===== src/rtl/motor_ctrl_pkg.sv =====
// Shared definitions for the motor ramp controller.
//   state_t     : controller states (IDLE, RAMP, RUN, DEAD), 2-bit encoding
//   DUTY_W_DEF  : default duty threshold width (matches the 8-bit PWM counter)
//   DIR_CW/CCW  : direction encodings used on dir_req and the internal direction
package motor_ctrl_pkg;

    typedef enum logic [1:0] {
        IDLE = 2'd0,
        RAMP = 2'd1,
        RUN  = 2'd2,
        DEAD = 2'd3
    } state_t;

    localparam int DUTY_W_DEF = 8;

    localparam logic DIR_CW  = 1'b1;
    localparam logic DIR_CCW = 1'b0;

endpackage


===== src/rtl/motor_step_tick.sv =====
// Ramp step prescaler.
// Free-running counter 0..STEP_DIV-1; tick is high for the single cycle in
// which the counter sits at STEP_DIV-1, after which it wraps to 0.
// Ports:
//   clk  : system clock
//   rst  : synchronous active-high reset, clears the counter
//   tick : one-cycle pulse every STEP_DIV cycles
module motor_step_tick #(
    parameter int STEP_DIV = 1000
) (
    input  logic clk,
    input  logic rst,
    output logic tick
);

    // Keep at least one bit so STEP_DIV == 1 (tick every cycle) still builds.
    localparam int CNT_W = (STEP_DIV > 1) ? $clog2(STEP_DIV) : 1;

    logic [CNT_W-1:0] cnt;

    assign tick = (cnt == CNT_W'(STEP_DIV - 1));

    always_ff @(posedge clk) begin
        if (rst) begin
            cnt <= '0;
        end else if (tick) begin
            cnt <= '0;
        end else begin
            cnt <= cnt + CNT_W'(1);
        end
    end

endmodule


===== src/rtl/motor_ramp_ctrl.sv =====
// DC motor ramp / reversal sequencer.
// Slews the PWM duty threshold toward the requested speed one STEP_SIZE per
// tick, and reverses direction safely: ramp to zero, hold the bridge in its
// dead-time condition for DEAD_CYC cycles, then ramp up the other way.
// Build option: MOTOR_BRAKE_EN - when defined the bridge is driven 1/1
// (active brake) during dead-time; otherwise dead-time is coast (0/0).
// IDLE is always coast.
// Ports:
//   clk         : system clock
//   rst         : synchronous active-high reset, overrides everything
//   en          : motor enable; 0 requests a ramp to stop
//   target_duty : requested duty threshold
//   dir_req     : requested direction (1 = clockwise, 0 = anticlockwise)
//   duty        : current duty threshold to the PWM generator (registered)
//   in1, in2    : H-bridge inputs (registered)
//   at_speed    : high while in RUN (registered)
//   busy        : high while in RAMP or DEAD (registered)
module motor_ramp_ctrl
    import motor_ctrl_pkg::*;
#(
    parameter int DUTY_W    = DUTY_W_DEF,
    parameter int STEP_DIV  = 1000,
    parameter int STEP_SIZE = 1,
    parameter int DEAD_CYC  = 500
) (
    input  logic              clk,
    input  logic              rst,
    input  logic              en,
    input  logic [DUTY_W-1:0] target_duty,
    input  logic              dir_req,
    output logic [DUTY_W-1:0] duty,
    output logic              in1,
    output logic              in2,
    output logic              at_speed,
    output logic              busy
);

    localparam int DEAD_W = (DEAD_CYC > 1) ? $clog2(DEAD_CYC) : 1;

    state_t            state, state_n;
    logic              dir_cur, dir_n;
    logic [DEAD_W-1:0] dead_cnt, dead_n;
    logic [DUTY_W-1:0] duty_n;
    logic [DUTY_W-1:0] eff, goal;
    logic [31:0]       up_diff, dn_diff;
    logic              in1_n, in2_n;
    logic              tick;

    motor_step_tick #(
        .STEP_DIV (STEP_DIV)
    ) u_tick (
        .clk  (clk),
        .rst  (rst),
        .tick (tick)
    );

    always_comb begin
        state_n = state;
        dir_n   = dir_cur;
        dead_n  = dead_cnt;
        duty_n  = duty;
        in1_n   = 1'b0;
        in2_n   = 1'b0;

        eff = en ? target_duty : '0;
        // A pending reversal forces the goal to zero so we ramp down first.
        goal = (dir_req != dir_cur) ? '0 : eff;

        // Distances done in 32 bits so the saturation test cannot wrap.
        up_diff = 32'(goal) - 32'(duty);
        dn_diff = 32'(duty) - 32'(goal);

        case (state)
            IDLE: begin
                duty_n = '0;
                if (eff != '0) begin
                    state_n = RAMP;
                    dir_n   = dir_req;
                end
            end
            RAMP: begin
                if (duty == goal) begin
                    dead_n = '0;
                    if (goal == '0) begin
                        state_n = (dir_req != dir_cur) ? DEAD : IDLE;
                    end else begin
                        state_n = RUN;
                    end
                end else if (tick) begin
                    if (goal > duty) begin
                        duty_n = (up_diff <= 32'(STEP_SIZE)) ? goal : duty + DUTY_W'(STEP_SIZE);
                    end else begin
                        duty_n = (dn_diff <= 32'(STEP_SIZE)) ? goal : duty - DUTY_W'(STEP_SIZE);
                    end
                end
            end
            RUN: begin
                if ((eff != duty) || (dir_req != dir_cur)) begin
                    state_n = RAMP;
                end
            end
            DEAD: begin
                duty_n = '0;
                if (dead_cnt == DEAD_W'(DEAD_CYC - 1)) begin
                    // Only the direction request present at exit matters.
                    dead_n  = '0;
                    dir_n   = dir_req;
                    state_n = (eff != '0) ? RAMP : IDLE;
                end else begin
                    dead_n = dead_cnt + DEAD_W'(1);
                end
            end
            default: begin
                state_n = IDLE;
                duty_n  = '0;
            end
        endcase

        // Bridge outputs follow the next state so they register in step with it.
        if ((state_n == RAMP) || (state_n == RUN)) begin
            in1_n = dir_n;
            in2_n = ~dir_n;
        end
`ifdef MOTOR_BRAKE_EN
        if (state_n == DEAD) begin
            in1_n = 1'b1;
            in2_n = 1'b1;
        end
`endif
    end

    always_ff @(posedge clk) begin
        if (rst) begin
            state    <= IDLE;
            dir_cur  <= DIR_CCW;
            dead_cnt <= '0;
            duty     <= '0;
            in1      <= 1'b0;
            in2      <= 1'b0;
            at_speed <= 1'b0;
            busy     <= 1'b0;
        end else begin
            state    <= state_n;
            dir_cur  <= dir_n;
            dead_cnt <= dead_n;
            duty     <= duty_n;
            in1      <= in1_n;
            in2      <= in2_n;
            at_speed <= (state_n == RUN);
            busy     <= (state_n == RAMP) || (state_n == DEAD);
        end
    end

endmodule


===== config.mk =====
export PLATFORM = sky130hd
export DESIGN_NAME = motor_ramp_ctrl
export DESIGN_NICKNAME = d
export VERILOG_FILES = /design/src/rtl/motor_ctrl_pkg.sv /design/src/rtl/motor_step_tick.sv /design/src/rtl/motor_ramp_ctrl.sv
export SDC_FILE = /design/constraint.sdc
export NUM_CORES = 1
export LEC_CHECK = 0
export CAP_MARGIN = 20
export CORE_MARGIN = 2
export CORE_UTILIZATION = 42
export CTS_CLUSTER_DIAMETER = 200
export DETAILED_ROUTE_END_ITERATION = 8
export GPL_TIMING_DRIVEN = 0
export PLACE_DENSITY = 0.6
export SLEW_MARGIN = 20
export SYNTH_ARGS = -nofsm -noshare
export SYNTH_HDL_FRONTEND = slang
export SYNTH_SLANG_ARGS = --single-unit

===== constraint.sdc =====
create_clock -name clk -period 6.9 [get_ports clk]
set_input_delay 0.69 -clock clk [delete_from_list [all_inputs] [get_ports clk]]
set_output_delay 0.69 -clock clk [all_outputs]
set_load 0.01 [all_outputs]

## Word level (Yosys, flattened, before mapping)

Index checks and enable logic that the tools add are counted.

| word-level totals | value |
|---|---|
| register bits | 34 |
| latch bits | 0 |
| bits in writable memories | 0 |
| bits in read-only memories | 0 |
| bits of input ports | 12 |
| logic and storage cells | 69 |
| memories | 0 |

| operators by class | value |
|---|---|
| add/sub/neg operators | 6 |
| $mul | 0 |
| divide/modulo/power cells | 0 |
| $lt $le $gt $ge | 3 |
| equality and inequality tests | 14 |
| shift-type cells | 0 |
| mux-type cells | 22 |
| bitwise gates (word level) | 2 |
| reductions and logical operators | 13 |

Operators with widths:

| operator | count |
|---|---|
| less-or-equal comparator 32 x 1 -> 1 bit, second input constant | 2 |
| two-way mux 8 bit | 7 |
| two-way mux 9 bit | 2 |
| case mux 9 bit (2 select lines) | 1 |
| subtractor 8 x 8 -> 9 bit | 2 |
| case mux 8 bit (2 select lines) | 1 |
| two-way mux 2 bit | 6 |
| adder 10 x 1 -> 10 bit, second input constant | 1 |
| == test 10 bit, second input constant | 1 |
| adder 9 x 1 -> 9 bit, second input constant | 1 |
| == test 9 bit, second input constant | 1 |
| adder 8 x 1 -> 8 bit, second input constant | 1 |
| == test 2 bit, second input constant | 4 |
| == test 8 bit | 1 |
| > comparator 8 bit | 1 |
| zero test 8 bit | 1 |
| inequality test 8 bit | 1 |
| case mux 2 bit (4 select lines) | 1 |
| nonzero test 8 bit | 1 |
| subtractor 8 x 1 -> 8 bit, second input constant | 1 |
| inequality test 2 bit, second input constant | 3 |
| OR reduction 2 bit | 3 |
| == test 2 x 1 -> 1 bit, second input constant | 2 |
| nonzero test 2 bit | 2 |
| other kinds (8) | 13 |

## Depth between registers and ports, before layout

Gate-level depths: netlist (run 1).

| depth | value |
|---|---|
| depth in word-level cells | 10 |
| depth in mapped cells | 17 |
| depth with buffers taken out | 15 |

## Modules after synthesis

From an unflattened synthesis (run 1), not the netlist that was laid out.

| second synthesis, totals | value |
|---|---|
| cells, all modules | 410 |
| area, all modules | 3148.0 um^2 |

By module, submodules not included:

| module | times used | cells an instance | area each (um^2) |
|---|---|---|---|
| motor_ramp_ctrl | 1 | 354 | 2657.5 |
| motor_step_tick | 1 | 56 | 490.5 |

## Worst setup path before layout (run 1)

Ideal clock, no wire load.

| path | value |
|---|---|
| path type | input to register |
| start point | in dir_req |
| end point | reg in2 |
| library setup time | 0.080 ns |
| data arrival time | 3.894 ns |
| path slack | 2.926 ns |
| stages | 16 |
| buffers on the path | 3 |
| cells stage by stage | xnor2_4 buf_4 and2_1 clkbuf_1 nand2_1 ha_1 clkbuf_1 nand4_1 nor2_1 mux2i_1 a221o_1 o21ai_1 o2bb2ai_1 inv_1 ha_1 nor3b_1 |

| between the ends | value |
|---|---|
| longest elaborated chain between the ends | 10 |
| elaborated cells on any way between the ends | 19 |
| classes of those cells | eq/ne (4); mux (9); bitwise (2); reduce/logical (4) |

RTL lines:

| element | line | RTL |
|---|---|---|
| from (decl) | motor_ramp_ctrl.sv:30 | `input logic dir_req,` |
| inequality test 1 bit (*) | motor_ramp_ctrl.sv:67, motor_ramp_ctrl.sv:85, motor_ramp_ctrl.sv:98 |  |
| two-way mux 8 bit | motor_ramp_ctrl.sv:67 | `goal = (dir_req != dir_cur) ? '0 : eff;` |
| zero test 8 bit | motor_ramp_ctrl.sv:84 | `if (goal == '0) begin` |
| two-way mux 2 bit | motor_ramp_ctrl.sv:84 |  |
| two-way mux 2 bit | motor_ramp_ctrl.sv:82 | `if (duty == goal) begin` |
| case mux 2 bit (4 select lines) (*) | motor_ramp_ctrl.sv:73 | `case (state)` |
| named net state_n[0] | motor_ramp_ctrl.sv:40 | `state_t state, state_n;` |
| == test 2 x 1 -> 1 bit / == test 2 bit (equally long branches) | motor_ramp_ctrl.sv:120 | `if ((state_n == RAMP) \|\| (state_n == RUN)) begin` |
| logical OR 1 bit (*) | motor_ramp_ctrl.sv:120 |  |
| NOT 1 bit (no line) (*) | - |  |
| OR reduction 2 bit (no line) (*) | - |  |
| to (signal assigned) | motor_ramp_ctrl.sv:148 | `in2 <= in2_n;` |
| to (decl) | motor_ramp_ctrl.sv:33 | `output logic in2,` |

Mark *: on every way through the listed nets, which the timed path passes. The rest lies on a longest branch.
A chain may end at the register's enable or synchronous reset.

## Worst setup path after layout (run 1)

Ends and elaborated chain as after synthesis.

==> reports/summary.txt, run 1 <==
Worst path max stage delay: 0.50 ns
Yosys cell types: 66
DP Cell Count: 528
Post-Syn Instances: 407
Highest clock rate: 193 MHz
FF+latch count, synth: 34
P_leak: 1.37 nW
# hold bufs at CTS: 0
Ports: 24
Worst setup margin: 1.71 ns
Setup repair bufs after CTS: 0
Via Count: 3129
Die Ht: 90.5 um
Final Hold Violating Endpoints: 0
Antenna cells: 0
Setup TNS Final: 0 ns
Via/cell ratio: 5.84
# rows: 31
CP max-delay cell: clkdlybuf4s50_1
Slew Limit Fails: 0
WP data required: 7.10 ns
Final setup violation count: 0
Average cell area after synthesis: 7.73 um^2
Number of buffers created by CTS: 5
Max clock buf depth: 2
Worst Skew: 0.0126 ns
NumNets Final: 474
Mapped cell area: 3150 um^2
Delay-heaviest family, CP: buffers and inverters
Cells along the critical path: clkdlybuf4s50_1, xnor2_4, buf_4, and2_1, clkbuf_1, nand2_1, ha_1, clkbuf_1, nand4_1, nor2_1, mux2i_1, a221o_1, o21ai_1, o2bb2ai_1, inv_1, ha_1, nor3b_1
Starting Density: 43.4%
Rel. slew slack: 53.1%
Max Cap Violations: 0
Clk_lat worst skew: 0.29 ns
DP Area: 3490 um^2
CP arrival: 5.38 ns
PostCTS Resize Cnt: 0
Synth area leaders: dfxtp_1, ha_1, nor2_1, nand2_1, a21oi_1
Die ar.: 8200 um^2
Minimum clock period: 5.19 ns
Worst slew pin tran: 0.704 ns
Total power draw: 1.55 mW
Core area: 7250 um^2
CP max FO: 10
Core Util, Final: 49.4%
Number of synthesized flops with an enable pin: 0
Vias in the first global route: 2995
WL per Instance: 15.9 um
Worst setup SP type: primary input
Global-route wire length before repair: 14600 um
Gr ovfl total: 0
Detail Route Antenna Nets: 0
CTS sink cnt: 34
Status: finished clean
Largest net degree at the start of global routing: 11
Area growth, synth to finish: 13.8%
Final instance area: 3580 um^2
CTS tree: done
Register area share after synthesis: 21.6%
Routed WL: 8540 um
Top cell type's share of synthesized area: 21.6%
Yosys warnings: 0
DP Wirelength: 6640 um
VDD IR max: 187 uV
Root Buffer: clkbuf_8
Final GP Congestion: 0.919
CP endpoint kind: flop
Die Width: 90.5 um
DRT Pass-1 Iters: 5
Iteration-0 DRC Markers: 225
Layout cells sized above 1: 5.49%
Min Hold Slack: 0.461 ns
FILL cells: 742
GRT Resource Usage Total: 21.4%
Power Density: 432 nW/um^2
Hold Path Class: reg2reg
Post-synth ARST share: 0%
CP Class: in2reg
Clk pin slew, worst setup/hold paths: 0.07 ns
Tcrit/Tclk final: 75.2%
Pre-CTS setup slack: 1.50 ns
CTS H-tree lvls: 2
Primary FF master, synth: dfxtp_1
Top cell type by total area after synthesis: dfxtp_1
Drt drc: 0
Unrepaired setup endpoints after global routing: no
Initial antenna violation count: 0
Crit path buf inv count: 5
Synth Net Count: 445
Port bufs: 22
Non-Filler Instances: 536
==> layout make-up <==
type	instances	area (um^2)	share of cell area (%)
multi-input combinational	334	2300	64.3
sequential	34	681	19.0
timing repair buffer	22	220	6.15
tap	99	124	3.46
buffer	21	93.8	2.62
clock buffer	7	86.3	2.41
inverter	18	67.6	1.89
clock inverter	1	5.00	0.140
==> synthesized netlist by cell type, types with 3 or more instances <==
master,number
nor2_1,39
nand2_1,35
dfxtp_1,34
ha_1,25
a21oi_1,24
o21ai_0,23
inv_1,18
nand3_1,17
clkbuf_1,13
xor2_1,13
xnor2_1,12
and3_1,10
a31oi_1,8
nand4_1,8
nor2b_1,8
mux2i_1,7
nand3b_1,7
nor3b_1,7
nor3_1,6
a22oi_1,5
nand2b_1,5
nor4_1,5
o21ai_1,5
a32o_1,4
o211ai_1,4
o22ai_1,4
or3_1,4
a21o_1,3
a41oi_1,3
buf_4,3
or4_1,3
==> power by group <==
part           switching (mW)  total [mW]  internal [mW]
Combinational           0.651        1.11          0.461
Clock                  0.0753       0.156         0.0806
Sequential             0.0439       0.278          0.234
==> layer usage <==
layer | vias up | track usage [%] | wire length [um]
met5 | - | 0 | 0
met4 | 0 | 3.08 | 73
met3 | 8 | 3.26 | 476
met2 | 104 | 35.1 | 3890
met1 | 1461 | 30.4 | 4100
li1 | 1556 | - | -
==> state kept, by name (all words and copies together) (netlist names) <==
name and cells:
dir_cur 1, at_speed 1, dead_cnt 9, in2 1, busy 1, u_tick.cnt 10, in1 1, duty 8
state 2
==> placed cells by master, fill, tap and decap left out, drive strengths merged, types with 4 or more instances in the layout <==
master         instances
nand4                  8
nor3                   6
and3                  10
o221ai                 4
a22oi                  5
o211ai                 5
nand3b                 7
clkbuf                21
nand2                 36
o22ai                  4
a31oi                  9
xor2                  14
xnor2                 13
nand2b                 5
inv                   18
nor4                   5
ha                    25
a21oi                 24
nor2b                  9
buf                    7
dfxtp                 34
mux2i                  7
clkdlybuf4s50         22
o21ai                 28
or3                    4
nand3                 17
a32o                   4
nor3b                  7
nor2                  39
==> worst paths after layout <==
path	startpoint	cells past startpoint	endpoint	slack [ns]
worst max-delay path	dir_req	17	in2	1.71
worst min-delay path	u_tick.cnt[0]	1	u_tick.cnt[0]	0.46
worst max register to register	dir_cur	16	in2	2.26
worst min register to register	u_tick.cnt[0]	1	u_tick.cnt[0]	0.46
==> logic make-up (layout without fill, tap and decap cells) <==
family / after synthesis / in the layout / synth area share (%)
simple gates: 163 / 163 / 27.1
flops: 34 / 34 / 21.6
mux: 10 / 10 / 3.54
buf+inv: 39 / 69 / 5.13
compound gates: 108 / 108 / 23.7
xor+xnor: 27 / 27 / 8.35
fa+ha+maj: 26 / 26 / 10.6
Power figures use the tool's default switching activity.
==> run 2: changes to the inputs <==
==> constraint.sdc (replaced) <==
create_clock -name clk -period 5.15 [get_ports clk]
set_input_delay 0.515 -clock clk [delete_from_list [all_inputs] [get_ports clk]]
set_output_delay 0.515 -clock clk [all_outputs]
set_load 0.01 [all_outputs]
==> run 2 against run 1 <==
Compared with the run above: first-iteration DRC count is 5.8% higher; non-clock buffer count stayed put; clock power is 34% higher; cell count stayed put; final area is 0.11% higher; total power is 34% higher; wire length hardly changed; die area stayed put; critical path type unchanged; largest cell class unchanged; largest power group unchanged.
==> reports/summary.txt, run 2 (synthesis results as in run 1) <==
NumNets Final: 474 (unchanged)
CP endpoint kind: flop
Routed WL: 8540 um (about the same)
VDD IR max: 251 uV (+34%)
Root Buffer: clkbuf_8
Switch share: 49.9% (+0.077 points)
Starting Density: 43.4% (unchanged)
Vias in the first global route: 2995 (unchanged)
Die ar.: 8200 um^2 (unchanged)
Power Density: 580 nW/um^2 (+34%)
Switching power: 1.04 mW (+35%)
# rows: 31 (unchanged)
Via/cell ratio: 5.84 (unchanged)
Slew Limit Fails: 0 (unchanged)
Area growth, synth to finish: 14.0%
CP arrival: 5.07 ns (-0.31 ns)
DRT Pass-1 Iters: 5 (unchanged)
GRT Resource Usage Total: 21.4% (unchanged)
Clock share of power: 10.1% (about the same)
Most common cell after layout, fill and taps aside: nor2_1
Unrepaired setup endpoints after global routing: no
Final Hold Violating Endpoints: 0 (unchanged)
Tcrit/Tclk final: 94.6%
Most flops, register: u_tick.cnt
Initial antenna violation count: 0 (unchanged)
Worst slew pin tran: 0.712 ns (+0.00793 ns)
Final GP Congestion: 0.919 (unchanged)
WL per Instance: 15.9 um (about the same)
Worst Skew: 0.0126 ns (+0.00000870 ns)
# hold bufs at CTS: 0 (unchanged)
CP Class: in2reg
Die Ht: 90.5 um (unchanged)
Cell internal pwr: 1.04 mW (+34%)
Highest clock rate: 205 MHz
Number of buffers created by CTS: 5 (unchanged)
Clk pin slew, worst setup/hold paths: 0.07 ns (about the same)
Non-Filler Instances: 536 (unchanged)
Clk_lat worst skew: 0.29 ns (about the same)
CTS sink cnt: 34 (unchanged)
Combinational Power Share: 72.0% (about the same)
Iteration-0 DRC Markers: 238 (+5.8%)
Min Hold Slack: 0.461 ns (unchanged)
Largest net degree at the start of global routing: 11 (unchanged)
Ports: 24 (unchanged)
Gr ovfl total: 0 (unchanged)
Minimum clock period: 4.87 ns
Antenna cells: 0 (unchanged)
Worst path max stage delay: 0.50 ns (about the same)
Core area: 7250 um^2 (unchanged)
Core Util, Final: 49.4% (+0.052 points)
Largest regs: u_tick.cnt x10, dead_cnt x9, duty x8
CP max FO: 10 (unchanged)
DP Cell Count: 528 (unchanged)
P_leak: 1.37 nW (+0.21%)
Final setup violation count: 0 (unchanged)
CTS H-tree lvls: 2 (unchanged)
Detail Route Antenna Nets: 0 (unchanged)
CTS tree: done
Cells along the critical path: clkdlybuf4s50_1, xnor2_4, buf_4, and2_1, clkbuf_1, nand2_1, ha_1, clkbuf_1, nand4_1, nor2_2, mux2i_1, a221o_1, o21ai_1, o2bb2ai_1, inv_1, ha_1, nor3b_1
Via Count: 3129 (unchanged)
Setup repair bufs after CTS: 0 (unchanged)
Port bufs: 22 (unchanged)
Drt drc: 0 (unchanged)
DP Wirelength: 6640 um (unchanged)
Layout cells sized above 1: 5.95% (+0.46 points)
Die Width: 90.5 um (unchanged)
Max clock buf depth: 2 (unchanged)
Status: finished clean
Most frequent cells in the layout: nor2_1, nand2_1, dfxtp_1, ha_1, a21oi_1
PostCTS Resize Cnt: 0 (unchanged)
WP data required: 5.35 ns (-1.75 ns)
Rel. slew slack: 52.5% (-0.53 points)
Max reg flops: 10 (unchanged)
Max Cap Violations: 0 (unchanged)
Reg power frac: 17.9% (about the same)
Hold Path Class: reg2reg
CP max-delay cell: clkdlybuf4s50_1
Global-route wire length before repair: 14600 um (unchanged)
Worst setup SP type: primary input
==> run 2: changes by cell type in the layout (fill, tap and decap cells not counted) <==
cell	change
clkbuf_2	+1
nor2_2	+1
clkbuf_1	-1
nor2_1	-1
==> run 2: path summary, 6_finish.rpt <==
path	startpoint	to	slack, ns	cells past startpoint
max	dir_req	in2	0.28	17
min	u_tick.cnt[0]	u_tick.cnt[0]	0.46	1
max reg2reg	dir_cur	in2	0.66	16
min reg2reg	u_tick.cnt[0]	u_tick.cnt[0]	0.46	1
==> run 2: worst max-delay path, delay by kind of cell <==
family          cells  cell delay, ns
buf+inv             5            1.60
simple gates        5            1.13
compound gates      3            0.70
mux                 1            0.13
fa+ha+maj           2            0.66
xor+xnor            1            0.30
==> run 2: power by group through the flow <==
stage	registers, mW	clock network, mW	logic, mW
after floorplan	0.376	0	1.10
after global placement	0.376	0	1.45
after detailed placement	0.379	0	1.47
after CTS	0.373	0.212	1.48
after global routing	0.380	0.223	1.67
final	0.373	0.209	1.50
==> run 2: final cells by class <==
class / count / area (um^2)
repair buffers: 22 / 220
well taps: 99 / 124
flip-flops and latches: 34 / 681
fillers: 741 / 3670
clock inverters: 1 / 5.00
clock buffers: 7 / 86.3
inverters: 18 / 67.6
plain buffers: 21 / 95.1
multi-input cells: 334 / 2310
==> run 2: per-stage QoR <==
step	instance area [um^2]	TNS [ns]	power, mW	setup slack [ns]
6_report	3580	0	2.08	0.280
5_1_grt	3580	0	2.27	0.00667
4_1_cts	3580	0	2.06	0.201
3_5_place_dp	3490	-0.156	1.85	-0.0797
3_3_place_gp	3490	-0.000856	1.82	-0.000856
2_1_floorplan	3150	0	1.48	1.35
==> run 2: layer usage <==
layer,GRT usage (%),up-vias,part of all wire [%]
met5,0,-,0
met4,3.08,0,0.91
met3,3.26,10,5.6
met2,35.1,108,46
met1,30.4,1461,48
li1,-,1550,-
